`src/rtl/qconv_loop_sequencer.sv`:
```
// Loop-control FSM for the quantised convolution engine: walks oc/ic/kh/kw with
// run-time bounds, issues handshaked compute steps, drains the pipeline and stores per oc block.
module qconv_loop_sequencer #(
  parameter int OcHighBitWidth = 4,
  parameter int IcHighBitWidth = 4,
  parameter int KBitWidth      = 2,
  parameter int PipeDepth      = 3
) (
  input  logic                      clk,
  input  logic                      rst,
  input  logic                      start,
  input  logic                      abort,
  input  logic [OcHighBitWidth-1:0] oc_high_num,
  input  logic [IcHighBitWidth-1:0] ic_high_num,
  input  logic [KBitWidth-1:0]      kh_num,
  input  logic [KBitWidth-1:0]      kw_num,
  output logic                      step_valid,
  input  logic                      step_ready,
  output logic [OcHighBitWidth-1:0] oc_idx,
  output logic [IcHighBitWidth-1:0] ic_idx,
  output logic [KBitWidth-1:0]      kh_idx,
  output logic [KBitWidth-1:0]      kw_idx,
  output logic                      acc_clear,
  output logic                      acc_last,
  output logic                      store_valid,
  input  logic                      store_ready,
  output logic                      busy,
  output logic                      finish
);

  localparam int DrainW = $clog2(PipeDepth + 1);

  localparam logic [2:0] S_IDLE    = 3'd0;
  localparam logic [2:0] S_COMPUTE = 3'd1;
  localparam logic [2:0] S_DRAIN   = 3'd2;
  localparam logic [2:0] S_STORE   = 3'd3;
  localparam logic [2:0] S_DONE    = 3'd4;

  logic [2:0]                state_q, state_d;
  logic [OcHighBitWidth-1:0] oc_q, oc_d, oc_num_q, oc_num_d;
  logic [IcHighBitWidth-1:0] ic_q, ic_d, ic_num_q, ic_num_d;
  logic [KBitWidth-1:0]      kh_q, kh_d, kh_num_q, kh_num_d;
  logic [KBitWidth-1:0]      kw_q, kw_d, kw_num_q, kw_num_d;
  logic [DrainW-1:0]         drain_q, drain_d;

  logic oc_last, ic_last, kh_last, kw_last, any_zero;

  // Counts are guaranteed non-zero whenever these comparisons are consulted.
  assign oc_last  = (oc_q == oc_num_q - OcHighBitWidth'(1));
  assign ic_last  = (ic_q == ic_num_q - IcHighBitWidth'(1));
  assign kh_last  = (kh_q == kh_num_q - KBitWidth'(1));
  assign kw_last  = (kw_q == kw_num_q - KBitWidth'(1));
  assign any_zero = (oc_high_num == '0) || (ic_high_num == '0) ||
                    (kh_num == '0) || (kw_num == '0);

  always_comb begin
    state_d  = state_q;
    oc_d     = oc_q;
    ic_d     = ic_q;
    kh_d     = kh_q;
    kw_d     = kw_q;
    oc_num_d = oc_num_q;
    ic_num_d = ic_num_q;
    kh_num_d = kh_num_q;
    kw_num_d = kw_num_q;
    drain_d  = drain_q;

    case (state_q)
      S_IDLE: begin
        if (start && !abort) begin
          oc_num_d = oc_high_num;
          ic_num_d = ic_high_num;
          kh_num_d = kh_num;
          kw_num_d = kw_num;
          oc_d     = '0;
          ic_d     = '0;
          kh_d     = '0;
          kw_d     = '0;
          state_d  = any_zero ? S_DONE : S_COMPUTE;
        end
      end
      S_COMPUTE: begin
        if (step_ready) begin
          if (ic_last && kh_last && kw_last) begin
            state_d = S_DRAIN;
            drain_d = DrainW'(PipeDepth);
          end else if (!kw_last) begin
            kw_d = kw_q + KBitWidth'(1);
          end else begin
            kw_d = '0;
            if (!kh_last) begin
              kh_d = kh_q + KBitWidth'(1);
            end else begin
              kh_d = '0;
              ic_d = ic_q + IcHighBitWidth'(1);
            end
          end
        end
      end
      S_DRAIN: begin
        drain_d = drain_q - DrainW'(1);
        if (drain_q == DrainW'(1)) begin
          state_d = S_STORE;
        end
      end
      S_STORE: begin
        if (store_ready) begin
          if (oc_last) begin
            state_d = S_DONE;
          end else begin
            oc_d    = oc_q + OcHighBitWidth'(1);
            ic_d    = '0;
            kh_d    = '0;
            kw_d    = '0;
            state_d = S_COMPUTE;
          end
        end
      end
      S_DONE: begin
        oc_d    = '0;
        ic_d    = '0;
        kh_d    = '0;
        kw_d    = '0;
        state_d = S_IDLE;
      end
      default: state_d = S_IDLE;
    endcase

    // Abort overrides any handshake taken in the same cycle.
    if (abort && (state_q != S_IDLE)) begin
      state_d = S_IDLE;
      oc_d    = '0;
      ic_d    = '0;
      kh_d    = '0;
      kw_d    = '0;
      drain_d = '0;
    end
  end

  always_ff @(posedge clk or posedge rst) begin
    if (rst) begin
      state_q  <= S_IDLE;
      oc_q     <= '0;
      ic_q     <= '0;
      kh_q     <= '0;
      kw_q     <= '0;
      oc_num_q <= '0;
      ic_num_q <= '0;
      kh_num_q <= '0;
      kw_num_q <= '0;
      drain_q  <= '0;
    end else begin
      state_q  <= state_d;
      oc_q     <= oc_d;
      ic_q     <= ic_d;
      kh_q     <= kh_d;
      kw_q     <= kw_d;
      oc_num_q <= oc_num_d;
      ic_num_q <= ic_num_d;
      kh_num_q <= kh_num_d;
      kw_num_q <= kw_num_d;
      drain_q  <= drain_d;
    end
  end

  assign step_valid  = (state_q == S_COMPUTE);
  assign store_valid = (state_q == S_STORE);
  assign finish      = (state_q == S_DONE);
  assign busy        = (state_q != S_IDLE);
  assign oc_idx      = oc_q;
  assign ic_idx      = ic_q;
  assign kh_idx      = kh_q;
  assign kw_idx      = kw_q;
  assign acc_clear   = step_valid && (ic_q == '0) && (kh_q == '0) && (kw_q == '0);
  assign acc_last    = step_valid && ic_last && kh_last && kw_last;

endmodule

```
`config.mk`:
```
export PLATFORM = sky130hd
export DESIGN_NAME = qconv_loop_sequencer
export DESIGN_NICKNAME = d
export VERILOG_FILES = /design/src/rtl/qconv_loop_sequencer.sv
export SDC_FILE = /design/constraint.sdc
export NUM_CORES = 1
export LEC_CHECK = 0
export CAP_MARGIN = 20
export CORE_MARGIN = 2
export CORE_UTILIZATION = 52
export CTS_CLUSTER_DIAMETER = 80
export CTS_CLUSTER_SIZE = 28
export DETAILED_ROUTE_END_ITERATION = 6
export PLACE_DENSITY_LB_ADDON = 0.3
export SYNTH_ARGS = -nofsm -noshare
export SYNTH_HDL_FRONTEND = slang
export SYNTH_SLANG_ARGS = --single-unit
export TNS_END_PERCENT = 10
```
`constraint.sdc`:
```
create_clock -name clk -period 2.4 [get_ports clk]
set_input_delay 0.48 -clock clk [delete_from_list [all_inputs] [get_ports clk]]
set_output_delay 0.48 -clock clk [all_outputs]
set_load 0.005 [all_outputs]
```
==> impl_results.md, run 1 <==
* Pwr Density at 983.2 nW/um2
* Pins Over Slew Limit at 0
* Die area at 4075 um2
* Simple-gate share of the synthesized area at 0.1922
* Post-DR vias/cell at 5.720
* Max-Cap Viols at 0
* Top-level I/O count at 36
* Final #Nets at 273
* Post-synth EDFFs at 0
* CP Capture Type: output port
* Initial DRC count at 96
* # rows at 21
* Hold WC Path Type: primary input to asynchronous set/reset pin
* Async SR Flop Fraction at 1.000
* Area fraction of the dominant cell type after synthesis at 0.3898
* Share of cells above drive strength 1 at 0.2470
* Overflow after GRT at 0
* Static Leak at 1.069 nW
* Gr usage total at 0.2387
* Placed cell area at 2338 um2
* Clk slew on worst S/H paths at 0.09 ns
* Xor and xnor area share after synthesis at 0.06922
* Yosys reg bits at 29
* Achievable Freq at 0.4324 GHz
* CTS sink cnt at 29
* Initial antenna violation count at 0
* Final wirelength at 4563 um
* Die X-Extent at 63.84 um
* Most frequent cells in the layout: 34 x clkdlybuf4s50_1, 24 x dfrtp_1, 18 x o21ai_0, 17 x buf_4, 15 x mux2_2
* Post-DP HPWL at 3263 um
* Layout area overhead at 33.13%
* Proportion of synthesized area in mux cells at 0.1095
* Synthesized Nets at 219
* Vias in the first global route at 1678
* Synth area leaders: dfrtp_1 39%, mux2_2 9.1%, ha_1 5.4%
* Critical Path Start Type: flop
* Placer Congestion at 0.8473
* Syn Inst Count at 193
* # diodes at 0
* First-pass GRT wire length at 7431 um
* CTS Buf Count at 5
* DR vias at 1676
* Largest net degree at the start of global routing at 30
* Later-pin clock latency in the skew report at 0.33 ns
* PortBufs at 35
* Most area-hungry cell type in the Yosys netlist: dfrtp_1
* Core Util, Final at 0.7313
* IR drop worst, VDD at 0.7155 mV
* Period utilization at 0.9635
* Mapped Area at 1862 um2
* Post-route cell area at 2479 um2
* Drt pass-1 iters at 4
* H-tree depth at 2
* Hold buffer count at CTS at 0
* Commonest non-fill, non-tap cell in the layout: clkdlybuf4s50_1
* Synth Area in Compound Gates at 0.1418
* CP Max Fanout at 6
* Most used DFF post-synth: dfrtp_1
* Worst EP arrival at 1.83 ns
* Worst-margin pin slew at 0.4627 ns
* Final setup violation count at 0
* Total of warnings raised by yosys at 0
* Yosys cell types at 43
* Pwr Total at 2.437 mW
* Critical path class: flop to output port
* TritonCTS clock tree: built
* Drt drc at 0
* Worst Path Required at 1.92 ns
* Synth Area in Adders at 0.05376
* Initial Utilization at 0.5493
* Detail Route Antenna Nets at 0
* Clock Skews at 0.01123 ns
* Clock root cell: clkbuf_4
* Die height at 63.84 um
* Syn avg cell area at 9.647 um2
* Outcome: complete, no violations
* Largest family of logic cells by synthesized area: simple AND/OR/NAND/NOR gates
* Max clock buf depth at 2
* Worst rel slew slack at 0.6910
* Register area share after synthesis at 0.3898
* Final min period at 2.312 ns
* Hold Vio Cnt, Final at 0
* Core area at 3390 um2
* DR WL/cell at 15.57 um
sequential cells by signal, summed over array words and instances, names as in the netlist:
name,count
kh_num_q,2
ic_num_q,4
state_q,3
kw_idx,2
kh_idx,2
drain_q,2
oc_num_q,4
kw_num_q,2
ic_idx,4
oc_idx,4
worst paths after layout:
path	end	start	slack (ns)	cells after the start
setup / recovery	busy	state_q[2]	0.09	3
hold / removal	kw_num_q[1]	rst	0.52	3
setup reg to reg	state_q[0]	ic_num_q[1]	0.09	9
hold reg to reg	state_q[2]	state_q[2]	0.54	1
max in group asynchronous	ic_idx[0]	rst	1.58	3
min in group clk	state_q[2]	state_q[2]	0.54	1
repair_timing:
item	4_1_cts	5_1_grt
buffers inserted	2	3
gates resized for setup	5	13
endpoints found under the setup margin	2	4
pin swaps	2	5
area by class of cell:
cell class	instances	area [um2]
repair buffers	52	473.0
inverters	16	60.06
multi-input cells	143	1101
clock buffers	7	55.05
well taps	46	57.56
fillers	258	910.9
flip-flops and latches	29	732.0
Yosys cell counts (all sizes together), types with 2 or more instances:
| master | count |
|---|---|
| a211o | 2 |
| a21o | 3 |
| a21oi | 3 |
| a32oi | 2 |
| and2 | 5 |
| buf | 2 |
| clkbuf | 3 |
| dfrtp | 29 |
| ha | 8 |
| inv | 16 |
| mux2 | 16 |
| mux2i | 2 |
| nand2 | 7 |
| nand2b | 6 |
| nand3 | 7 |
| nand4 | 3 |
| nor2 | 13 |
| nor2b | 4 |
| nor3 | 8 |
| nor4 | 3 |
| o21ai | 18 |
| o22ai | 2 |
| o31ai | 2 |
| o41ai | 2 |
| or2 | 3 |
| xnor2 | 10 |
| xor2 | 2 |
per-stage QoR:
step / worst slack, ns / TNS, ns / instances / hold WS [ns]
final: 0.08751 / 0 / 293 / 0.5160
after floorplan: 0.1830 / 0 / 193 / 0.4943
after global routing: -0.01056 / -0.01056 / 293 / 0.5577
after detailed placement: 0.04847 / 0 / 281 / 0.5232
after global placement: 0.1007 / 0 / 281 / 0.5143
after CTS: 0.01701 / 0 / 290 / 0.5139
where the power goes:
part,leakage [nW],internal [mW],switching (mW),total (mW)
Clock,0.0314,0.138,0.164,0.302
Sequential,0.367,0.632,0.144,0.776
Combinational,0.671,0.726,0.633,1.36
cell families after synthesis:
family                   after synthesis
AND/OR/NAND/NOR                       64
AO/OA/AOI/OAI                         40
flip-flops                            29
buffers and inverters                 21
multiplexers                          18
XOR/XNOR                              13
adder cells (fa/ha/maj)                8
critical path: stages (launching register included):
cell	delay, ns
dfrtp_2	0.46
buf_4	0.16
or3_1	0.41
clkdlybuf4s50_1	0.47
routing by layer:
layer	GRT usage	part of all wire	vias up
li1	-	-	796
met1	0.2705	0.40	808
met2	0.4076	0.50	61
met3	0.07923	0.071	11
met4	0.1033	0.025	0
met5	0	0	-
No activity file was read; power rests on OpenSTA's default activity.
==> run 2, diff against run 1 <==
--- a/config.mk
+++ b/config.mk
@@ -7,11 +7,12 @@
 export LEC_CHECK = 0
 export CAP_MARGIN = 20
 export CORE_MARGIN = 2
-export CORE_UTILIZATION = 52
+export CORE_UTILIZATION = 56
 export CTS_CLUSTER_DIAMETER = 80
 export CTS_CLUSTER_SIZE = 28
 export DETAILED_ROUTE_END_ITERATION = 6
-export PLACE_DENSITY_LB_ADDON = 0.3
+export PLACE_DENSITY = 0.83
+export SLEW_MARGIN = 20
 export SYNTH_ARGS = -nofsm -noshare
 export SYNTH_HDL_FRONTEND = slang
 export SYNTH_SLANG_ARGS = --single-unit
==> constraint.sdc (replaced) <==
create_clock -name clk -period 2.9 [get_ports clk]
set_input_delay 0.58 -clock clk [delete_from_list [all_inputs] [get_ports clk]]
set_output_delay 0.58 -clock clk [all_outputs]
set_load 0.005 [all_outputs]
==> impl_results.md, run 2 (same netlist as run 1, synthesis figures left out) <==
* Outcome: complete, no violations
* Post-DP HPWL at 3298 um
* Top-level I/O count at 36
* Max clock buf depth at 2
* Post-route insts no fill at 279
* Vias in the first global route at 1639
* Crit path max-delay cell type: dfrtp_1
* Detail Route Antenna Nets at 0
* CTS Buf Count at 5
* Fill count at 233
* Core area at 3103 um2
* Max-Cap Viols at 0
* Clock Skews at 0.005500 ns
* Worst path cell trace: inv_1 > ha_1 > xor3_1 > nor3_4 > nand4_2 > nor2_1 > dlygate4sd2_1
* Drt pass-1 iters at 4
* Pins Over Slew Limit at 0
* CP Max Fanout at 3
* Initial Utilization at 0.6000
* Gr usage total at 0.2737
* Max stage delay on crit path at 0.40 ns
* First-pass GRT wire length at 7403 um
* Worst EP arrival at 2.06 ns
* Hold WC Path Type: flop to flop
* Placer Congestion at 0.9036
* Die X-Extent at 61.66 um
* Die area at 3802 um2
* Final min period at 2.644 ns
* Largest net degree at the start of global routing at 30
* Core Util, Final at 0.7621
* Placed cells at 269
* DR vias at 1649
* Setup TNS at 0 ns
* Drt drc at 0
* DR WL/cell at 16.05 um
* Later-pin clock latency in the skew report at 0.35 ns
* Layout area overhead at 27.02%
* IR drop worst, VDD at 0.4098 mV
* Share of cells above drive strength 1 at 0.1489
* Critical path class: flop to output port
* CTS sink cnt at 29
* Achievable Freq at 0.3782 GHz
* Die height at 61.66 um
* Overflow after GRT at 0
* Final #Nets at 260
* CP Capture Type: output port
* Final setup violation count at 0
* Pwr Total at 1.944 mW
* Commonest non-fill, non-tap cell in the layout: clkdlybuf4s50_1
* RSZ-0062 raised after global routing: no
* PortBufs at 35
* Pwr Density at 821.9 nW/um2
* Final wirelength at 4478 um
* Hold Vio Cnt, Final at 0
* # rows at 20
* H-tree depth at 2
* Clock root cell: clkbuf_4
* TritonCTS clock tree: built
* Clk slew on worst S/H paths at 0.10 ns
* Critical Path Start Type: flop
* Worst-margin pin slew at 0.4514 ns
* Most frequent cells in the layout: 34 x clkdlybuf4s50_1, 28 x dfrtp_1, 18 x o21ai_0, 16 x inv_1, 15 x mux2_2
* Period utilization at 0.9117
* Worst Path Required at 2.32 ns
* Worst rel slew slack at 0.6985
* Initial antenna violation count at 0
* Static Leak at 1.017 nW
* # diodes at 0
* Hold buffer count at CTS at 0
* Initial DRC count at 160
* Post-DR vias/cell at 5.910
run 2: cell types whose count changed in the layout (fill, tap and decap cells not counted), sizes merged:
cell / before / now
bufinv: 0 / 1
dlygate4sd2: 0 / 1
clkbuf: 8 / 7
buf: 17 / 4
run 2: area by class of cell:
cell class | count | area, um2 | area share
timing repair buffer | 39 | 379.1 | 0.1603
inverter | 16 | 60.06 | 0.02540
tap | 44 | 55.05 | 0.02328
multi-input combinational | 143 | 1059 | 0.4476
sequential | 29 | 726.9 | 0.3074
clock buffer | 7 | 55.05 | 0.02328
clock inverter | 1 | 30.03 | 0.01270
run 2: critical path, delay by kind of cell, from the launching register on:
family / cells / cell delay [ns]
and+or+nand+nor: 3 / 0.53
buffers and inverters: 2 / 0.35
adders and majority gates: 1 / 0.16
DFF: 1 / 0.40
xor gates and xnor gates: 1 / 0.27
run 2: path summary, 6_finish.rpt:
check	start	endpoint	slack [ns]	depth (start not counted)
max	ic_num_q[1]	acc_last	0.26	7
min	kh_num_q[0]	kh_num_q[0]	0.54	1
max reg2reg	ic_num_q[1]	state_q[0]	0.59	8
min reg2reg	kh_num_q[0]	kh_num_q[0]	0.54	1
max in group asynchronous	rst	ic_idx[2]	1.99	3
min in group asynchronous	rst	kw_num_q[0]	0.61	3
run 2: repair_timing:
action,in CTS,in global routing
gates resized for setup,3,0
buffers inserted,2,0
endpoints found under the setup margin,1,0
hold endpoints to repair,0,0
run 2: per-stage QoR:
| stage | area [um2] | setup WS, ns | hold slack (ns) |
|---|---|---|---|
| 2_1_floorplan | 1862 | 0.6830 | 0.4943 |
| 3_3_place_gp | 2261 | 0.3227 | 0.5162 |
| 3_5_place_dp | 2261 | 0.2063 | 0.5244 |
| 4_1_cts | 2365 | 0.2715 | 0.5467 |
| 5_1_grt | 2365 | 0.1078 | 0.5727 |
| 6_report | 2365 | 0.2560 | 0.5431 |
run 2: where the power goes:
group          internal (mW)  switching (mW)
Clock                  0.206           0.154
Sequential             0.520           0.133
Combinational          0.486           0.446
Total                   1.21           0.732
run 2: metal layers:
metal,wire (um),track usage
met5,0,0
met4,187,0.1550
met3,253,0.06933
met2,2252,0.4511
met1,1786,0.3232
